<file path="config.mk">
export PLATFORM = sky130hd
export DESIGN_NAME = w_ram_from_uart
export DESIGN_NICKNAME = d
export VERILOG_FILES = /design/src/rtl/w_ram_from_uart_pkg.sv /design/src/rtl/w_ram_from_uart_rx.sv /design/src/rtl/w_ram_from_uart.sv
export SDC_FILE = /design/constraint.sdc
export NUM_CORES = 1
export LEC_CHECK = 0
export ABC_AREA = 1
export BUFFER_PORTS_ARGS = -buffer_cell sky130_fd_sc_hd__buf_2
export CORE_ASPECT_RATIO = 1.4
export CORE_MARGIN = 2
export CORE_UTILIZATION = 52
export DETAILED_ROUTE_END_ITERATION = 8
export HOLD_SLACK_MARGIN = 0.05
export PLACE_DENSITY = 0.75
export SYNTH_ARGS = -nofsm -noshare
export SYNTH_HDL_FRONTEND = slang
export SYNTH_SLANG_ARGS = --single-unit
export TNS_END_PERCENT = 30
</file>
<file path="constraint.sdc">
create_clock -name clk -period 1.4 [get_ports clk]
set_input_delay 0.28 -clock clk [delete_from_list [all_inputs] [get_ports clk]]
set_output_delay 0.28 -clock clk [all_outputs]
set_load 0.05 [all_outputs]
</file>
<file path="src/rtl/w_ram_from_uart_pkg.sv">
// Shared constants and state encodings for the UART-to-RAM writer and its receiver.
// The block size and address width defaults are also used by r_ram_from_uart.
package w_ram_from_uart_pkg;

   localparam int DEF_FULL_NUMBER = 32;
   localparam int DEF_ADDR_W      = 15;

   typedef enum logic [2:0] {
      RX_IDLE,
      RX_START,
      RX_DATA,
      RX_STOP,
      RX_WAIT_IDLE
   } rx_state_t;

   typedef enum logic [1:0] {
      WR_IDLE,
      WR_WRITE,
      WR_DONE
   } wr_state_t;

endpackage

</file>
<file path="src/rtl/w_ram_from_uart_rx.sv">
// UART receiver (8N1, LSB first), the counterpart of uart_tx. Produces a one-cycle
// rx_done with the byte, or a one-cycle frame_err when the stop bit reads 0.
module w_ram_from_uart_rx
   import w_ram_from_uart_pkg::*;
#(
   parameter int CLKS_PER_BIT = 434
) (
   input  logic       clk,
   input  logic       reset,
   input  logic       uart_rxd,
   output logic [7:0] rx_data,
   output logic       rx_done,
   output logic       frame_err
);

   localparam int CNT_W = $clog2(CLKS_PER_BIT) + 1;
   localparam logic [CNT_W-1:0] HALF_CNT = CNT_W'(CLKS_PER_BIT / 2);
   localparam logic [CNT_W-1:0] LAST_CNT = CNT_W'(CLKS_PER_BIT - 1);

   logic             rxd_meta;
   logic             rxd_sync;
   rx_state_t        state;
   logic [CNT_W-1:0] cnt;
   logic [2:0]       bit_idx;

   // NOTE: non-blocking (<=) on every register, so all flops update from pre-edge values.
   always_ff @(posedge clk or negedge reset) begin
      if (!reset) begin
         rxd_meta <= 1'b1;
         rxd_sync <= 1'b1;
      end else begin
         rxd_meta <= uart_rxd;
         rxd_sync <= rxd_meta;
      end
   end

   always_ff @(posedge clk or negedge reset) begin
      if (!reset) begin
         state     <= RX_IDLE;
         cnt       <= '0;
         bit_idx   <= '0;
         rx_data   <= '0;
         rx_done   <= 1'b0;
         frame_err <= 1'b0;
      end else begin
         rx_done   <= 1'b0;
         frame_err <= 1'b0;
         case (state)
            RX_IDLE: begin
               if (!rxd_sync) begin
                  state <= RX_START;
                  cnt   <= '0;
               end
            end
            RX_START: begin
               // Mid-start-bit resample rejects glitches shorter than half a bit.
               if (cnt == HALF_CNT) begin
                  cnt <= '0;
                  if (!rxd_sync) begin
                     state   <= RX_DATA;
                     bit_idx <= '0;
                  end else begin
                     state <= RX_IDLE;
                  end
               end else begin
                  cnt <= cnt + CNT_W'(1);
               end
            end
            RX_DATA: begin
               if (cnt == LAST_CNT) begin
                  cnt     <= '0;
                  rx_data <= {rxd_sync, rx_data[7:1]};
                  if (bit_idx == 3'd7) state <= RX_STOP;
                  else                 bit_idx <= bit_idx + 3'd1;
               end else begin
                  cnt <= cnt + CNT_W'(1);
               end
            end
            RX_STOP: begin
               if (cnt == LAST_CNT) begin
                  cnt <= '0;
                  if (rxd_sync) begin
                     rx_done <= 1'b1;
                     state   <= RX_IDLE;
                  end else begin
                     frame_err <= 1'b1;
                     state     <= RX_WAIT_IDLE;
                  end
               end else begin
                  cnt <= cnt + CNT_W'(1);
               end
            end
            RX_WAIT_IDLE: begin
               if (rxd_sync) state <= RX_IDLE;
            end
            default: state <= RX_IDLE;
         endcase
      end
   end

endmodule

</file>
<file path="src/rtl/w_ram_from_uart.sv">
// Receives FULL_NUMBER bytes over UART and writes them to RAM at addresses 0..FULL_NUMBER-1,
// then raises uw_ram_end until uw_ram_start drops.
module w_ram_from_uart
   import w_ram_from_uart_pkg::*;
#(
   parameter int CLK_FREQ     = 50000000,
   parameter int BAUD         = 115200,
   parameter int CLKS_PER_BIT = CLK_FREQ / BAUD,
   parameter int FULL_NUMBER  = DEF_FULL_NUMBER,
   parameter int ADDR_W       = DEF_ADDR_W
) (
   input  logic              clk,
   input  logic              reset,
   input  logic              uw_ram_start,
   input  logic              uart_rxd,
   output logic [ADDR_W-1:0] address,
   output logic [7:0]        wr_data,
   output logic              wr_en,
   output logic              frame_err,
   output logic              uw_ram_end
);

   localparam logic [ADDR_W-1:0] LAST_ADDR = ADDR_W'(FULL_NUMBER - 1);

   logic [7:0]        rx_data;
   logic              rx_done;
   logic [ADDR_W-1:0] count;
   wr_state_t         state;

   w_ram_from_uart_rx #(
      .CLKS_PER_BIT(CLKS_PER_BIT)
   ) u_rx (
      .clk      (clk),
      .reset    (reset),
      .uart_rxd (uart_rxd),
      .rx_data  (rx_data),
      .rx_done  (rx_done),
      .frame_err(frame_err)
   );

   assign address = count;

   always_ff @(posedge clk or negedge reset) begin
      if (!reset) begin
         state      <= WR_IDLE;
         count      <= '0;
         wr_data    <= '0;
         wr_en      <= 1'b0;
         uw_ram_end <= 1'b0;
      end else if (!uw_ram_start) begin
         // Dropping start aborts the block; the receiver keeps running and its bytes are dropped.
         state      <= WR_IDLE;
         count      <= '0;
         wr_en      <= 1'b0;
         uw_ram_end <= 1'b0;
      end else begin
         case (state)
            WR_IDLE: begin
               if (rx_done && !uw_ram_end) begin
                  wr_data <= rx_data;
                  wr_en   <= 1'b1;
                  state   <= WR_WRITE;
               end
            end
            WR_WRITE: begin
               wr_en <= 1'b0;
               count <= count + ADDR_W'(1);
               if (count == LAST_ADDR) begin
                  state      <= WR_DONE;
                  uw_ram_end <= 1'b1;
               end else begin
                  state <= WR_IDLE;
               end
            end
            WR_DONE: uw_ram_end <= 1'b1;
            default: state <= WR_IDLE;
         endcase
      end
   end

endmodule

</file>
# --- Word-level counts from Yosys, hierarchy flattened ---
# Cells that the tools add are included.
op_classes:
  addsub: 3
  eq_ne: 24
  muxes: 36
  n_reduce_logical: 15
op_table:
  columns: ["operator", "n"]
  rows:
  - ["3-bit 2-to-1 mux", 11]
  - ["10-bit 2-to-1 mux", 3]
  - ["15-bit 2-to-1 mux", 2]
  - ["10-bit one-hot mux with 3 select lines", 1]
  - ["15-bit by 1-bit adder with 15-bit output (second input constant)", 1]
  - ["15-bit by 5-bit equality test with 1-bit output (second input constant)", 1]
  - ["3-bit one-hot mux with 5 select lines", 1]
  - ["2-bit by 1-bit != test with 1-bit output (second input constant)", 6]
  - ["10-bit by 1-bit adder with 10-bit output (second input constant)", 1]
  - ["10-bit by 8-bit equality test with 1-bit output (second input constant)", 1]
  - ["10-bit by 9-bit equality test with 1-bit output (second input constant)", 1]
  - ["1-bit 2-to-1 mux", 10]
  - ["2-bit AND reduction", 5]
  - ["2-bit 2-to-1 mux", 4]
  - ["2-bit != test (second input constant)", 4]
  - ["3-bit by 2-bit equality test with 1-bit output (second input constant)", 2]
  - ["3-bit equality test (second input constant)", 2]
  - ["3-bit by 1-bit != test with 1-bit output (second input constant)", 2]
  - ["3-bit != test (second input constant)", 2]
  - ["2-bit one-hot mux with 3 select lines", 1]
  - ["3-bit one-hot mux with 2 select lines", 1]
  - ["6-bit AND reduction", 1]
  - ["5-bit AND reduction", 1]
  - ["1-bit one-hot mux with 2 select lines", 2]
  - ["other kinds (12)", 12]
totals:
  reg_bits: 55
  output_inout_bits: 26
  elab_cells: 91

# --- Depth between registers and ports, before layout ---
logic_depth:
  word_depth: 5
  ltp_mapped: 10
  depth_no_buf: 10

# --- By module ---
# Synthesis repeated with hierarchy kept, for this count alone.
unflattened:
  hier_cells: 382
  hier_area_um2: 2987.9
modules_own_cells:
  columns: ["mod", "instances", "cells_each", "area_each_um2", "seq_area_each_um2"]
  rows:
  - ["w_ram_from_uart_rx", 1, 204, 1631.6, 703.2]
  - ["w_ram_from_uart", 1, 178, 1356.3, 675.6]

# --- Worst setup path after synthesis ---
# Ideal clock, no wire load.
synth_path:
  kind: "flip-flop to flip-flop"
  from: "reg count[0] (netlist: address[0])"
  to: "reg count[12] (netlist: address[12])"
  t_arrival_ps: 1597
  t_required_ps: 1280
  slack_ps: -317
  path_stages_with_launch: 7
  n_path_buf: 0
  period_less_slack_ps: 1717
  path_cell_list: "dfrtp_1 > ha_1 > inv_1 > nor3_2 > nand4_1 > o21ai_0 > nor2_1"
synth_between:
  elab_chain_len: 3
synth_lines:
  columns: ["element", "line_no", "rtl"]
  rows:
  - ["start, declared", "w_ram_from_uart.sv:27", "logic [ADDR_W-1:0] count;"]
  - ["start signal, assigned", "w_ram_from_uart.sv:67", "count <= count + ADDR_W'(1);"]
  - ["15-bit by 1-bit adder with 15-bit output", "w_ram_from_uart.sv:67", null]
  - ["15-bit 2-to-1 mux", "w_ram_from_uart.sv:57", "case (state)"]
  - ["15-bit 2-to-1 mux", "w_ram_from_uart.sv:50", "end else if (!uw_ram_start) begin"]
# Every way passes these cells. The select of a mux whose other input is x is not followed.
# A chain may end at the register's enable or synchronous reset.

# --- Worst setup path in the final report ---
layout_path:
  from: "reg u_rx.bit_idx[1]"
  to: "reg u_rx.state[1]"
layout_between:
  elab_chain_len: 3
layout_lines:
  columns: ["element", "line_no", "rtl"]
  rows:
  - ["start, declared", "w_ram_from_uart_rx.sv:24", "logic [2:0] bit_idx;"]
  - ["start signal, assigned", "w_ram_from_uart_rx.sv:74", "else bit_idx <= bit_idx + 3'd1;"]
  - ["3-bit equality test", "w_ram_from_uart_rx.sv:73", "if (bit_idx == 3'd7) state <= RX_STOP;"]
  - ["2-bit by 1-bit != test with 1-bit output (no line)", null, null]
  - ["6-bit AND reduction (no line)", null, null]
  - ["end signal, assigned", "w_ram_from_uart_rx.sv:73", null]
  - ["end signal, assigned", "w_ram_from_uart_rx.sv:84", "state <= RX_IDLE;"]
  - ["end signal, assigned", "w_ram_from_uart_rx.sv:87", "state <= RX_WAIT_IDLE;"]
  - ["end, declared", "w_ram_from_uart_rx.sv:22", "rx_state_t state;"]
# Every way passes these cells.

==> flow_metrics.env <==
export IMPL_status="finished, violations left"
export IMPL_violations="negative setup slack"
export IMPL_synth_edf_count=0
export IMPL_p_total_mw=2.75
export IMPL_ys_types=32
export IMPL_cts_clk_slew_worst_paths_ns=0.09
export IMPL_timing_rr_end="u_rx.state[1]"
export IMPL_cts_tree="done"
export IMPL_grt_pass1_vias=2353
export IMPL_max_slew_margin_rel_pct=75.6
export IMPL_p_leak_nw=1.70
export IMPL_portBuffers=29
export IMPL_ys_ff_latch=55
export IMPL_layout_setup_ws_ns=-0.0723
export IMPL_yosysSeqAreaShare_pct=49.7
export IMPL_critPathBufInv=1
export IMPL_pin_count=30
export IMPL_post_route_period_util_pct=105
export IMPL_grt_remaining_overflow=0
export IMPL_clock_path_buffers=2
export IMPL_worstSkewPairLatency_ns=0.31
export IMPL_dieArea_um2=5940
export IMPL_area_delta_synth_final_pct=29.7
export IMPL_crit_slowest_cell="dfrtp_1"
export IMPL_synth_common_cells="nand2_1, dfrtp_1, nor2_1"
export IMPL_num_rows=31
export IMPL_drv_slew=0
export IMPL_synthArstFlopShare_pct=100
export IMPL_end_kind="flip-flop"
export IMPL_critPathTopFamily="simple AND/OR/NAND/NOR gates"
export IMPL_final_util_pct=69.7
export IMPL_maxCapViolations=0
export IMPL_track_usage_pct=22.6
export IMPL_via_per_inst=5.40
export IMPL_dp_cells=462
export IMPL_cp_data_required_time_ns=1.60
export IMPL_fin_skew_ns=0.0140
export IMPL_nNetsFinal=425
export IMPL_vias=2608
export IMPL_mappedNetlistArea_um2=2770
export IMPL_drt_iter0_drc=129
export IMPL_synthCells=352
export IMPL_r2r_cells=9
export IMPL_cp_startpoint="u_rx.bit_idx[1]"
export IMPL_first_pass_iters=5
export IMPL_hold_viol=0
export IMPL_die_h_um=90.4
export IMPL_max_freq_mhz=679
export IMPL_hp_class="in2reg"
export IMPL_ant_nets=0
export IMPL_finalNonFillerCells=483
export IMPL_rsz0062_at_grt="yes"
export IMPL_finalCriticalPeriod_ns=1.47
export IMPL_powerDensity_nw_per_um2=764
export IMPL_cp_common_cell="nand2_1"
export IMPL_synth_most_common_cell="nand2_1"
export IMPL_tightest_slew_ns=0.366
export IMPL_yosys_most_used_dff="dfrtp_1"
export IMPL_dpl_hpwl_um=4380
export IMPL_finalSetupTns_ns=-0.759
export IMPL_core_area_um2=5160
export IMPL_timing_rr_start="u_rx.bit_idx[1]"
export IMPL_cts_sinks=55
export IMPL_critPathMaxFanout=3
export IMPL_antenna_found_initial=0
export IMPL_die_w_um=65.7
export IMPL_grt_pass1_wl_um=10500
export IMPL_ys_top_cells_by_area="dfrtp_1, nand2_1, o21ai_0"
export IMPL_drt_total_wl_um=6800
export IMPL_path_cells="ha_2, ha_2, nand3b_1, nand2_1, inv_1, nand2_2, nor2_4, nand2_1, nand2_1"
export IMPL_cts_htree_levels=2
export IMPL_drc=0
export IMPL_grt_start_max_net_pins=56
export IMPL_syn_nets=361
export IMPL_start_util_pct=53.8
export IMPL_n_antenna_cell=0
export IMPL_yosys_area_top_type="dfrtp_1"
export IMPL_r2r_setup_slack_ns=-0.07
export IMPL_root_buffer="clkbuf_8"
export IMPL_finalSetupViolCount=24
export IMPL_worstSetupStartpointType="flip-flop"
export IMPL_n_fill_cell=402
export IMPL_drt_wirelength_per_cell_um=14.1
export IMPL_multi_input_area_um2=1400
export IMPL_numCtsBuffers=5
export IMPL_yosys_warnings=0
export IMPL_path_class="reg2reg"
export IMPL_path_depth=9
export IMPL_synth_top_area_share_pct=47.8
export IMPL_cp_arrival_ns=1.67
export IMPL_cp_slowest_stage_delay_ns=0.40
export IMPL_seq_area_um2=1390
export IMPL_crit_end="u_rx.state[1]"
export IMPL_place_congestion=0.899
export IMPL_drive_gt1_share_pct=31.9
export IMPL_vdd_drop_max_mv=0.569
export IMPL_avgSynthCellArea_um2=7.88
## per-stage QoR
stage	cell area [µm²]	worst slack (ns)	hold WS [ns]
5_1_grt	3600	-0.153	0.0558
3_3_place_gp	3160	-0.0556	0.303
2_1_floorplan	2800	-0.0414	-0.0156
3_5_place_dp	3160	-0.123	0.304
6_report	3600	-0.0723	0.0668
4_1_cts	3420	-0.0373	0.0541
## where the power goes
group          internal (mW)  switching [mW]  leakage (nW)
clock network          0.540           0.538        0.0548
registers               1.59         0.00336         0.733
logic                 0.0226          0.0539         0.911
total                   2.15           0.595          1.70
## how the worst min path moves through the flow
stage,endpoint,depth (start not counted),start,slack [ns]
2_1_floorplan,address[0],0,reset,-0.02
3_3_place_gp,address[11],2,reset,0.30
3_5_place_dp,address[1],2,reset,0.30
4_1_cts,u_rx.rxd_meta,1,uart_rxd,0.05
5_1_grt,u_rx.rxd_meta,1,uart_rxd,0.06
6_report,u_rx.rxd_meta,1,uart_rxd,0.07
## kinds of logic after synthesis
logic type	share of synthesized area [%]
AND/OR/NAND/NOR	29.8
flip-flops	49.7
AO/OA/AOI/OAI	9.56
buffers and inverters	6.81
XOR/XNOR	1.89
adder cells (fa/ha/maj)	2.26
## flip-flops by register name, summed over array words and instances (netlist names), 2 cells and up
signal        count
address          15
u_rx.cnt         10
u_rx.rx_data      8
wr_data           8
u_rx.bit_idx      3
u_rx.state        3
state             2
## final cells by class
class,instances,share of cell area (%)
tap,66,2.30
sequential,55,38.6
timing repair buffer,61,12.2
multi-input combinational,249,39.0
clock buffer,5,1.91
clock inverter,3,1.29
inverter,44,4.59
## cell usage in the layout (no fill, tap or decap), types with 12 or more instances in the layout
| master | count |
|---|---|
| buf_2 | 28 |
| nand2_2 | 12 |
| inv_1 | 37 |
| dfrtp_1 | 44 |
| nand2_1 | 76 |
| nand3_1 | 19 |
| o21ai_1 | 12 |
| o21ai_0 | 22 |
| nor2_1 | 38 |
| buf_4 | 26 |
## what timing repair did
| item | 4_1_cts | 5_1_grt |
|---|---|---|
| endpoints found under the hold margin | 53 | 0 |
| setup endpoints to repair | 25 | 36 |
| gates cloned | 0 | 1 |
| resized for setup | 21 | 43 |
| buffers inserted | 7 | 5 |
| hold buffers | 1 | 0 |
| pin swaps | 14 | 20 |
## layer usage
metal | share of wire (%) | global-route usage, % | up-vias
met1 | 39 | 26.6 | 1247
met5 | 0 | 0 | -
li1 | - | - | 1257
met2 | 54 | 38.9 | 82
met4 | 3.6 | 10.4 | 0
met3 | 4.0 | 4.24 | 22
Note: power is estimated with default switching activity, not from simulation.
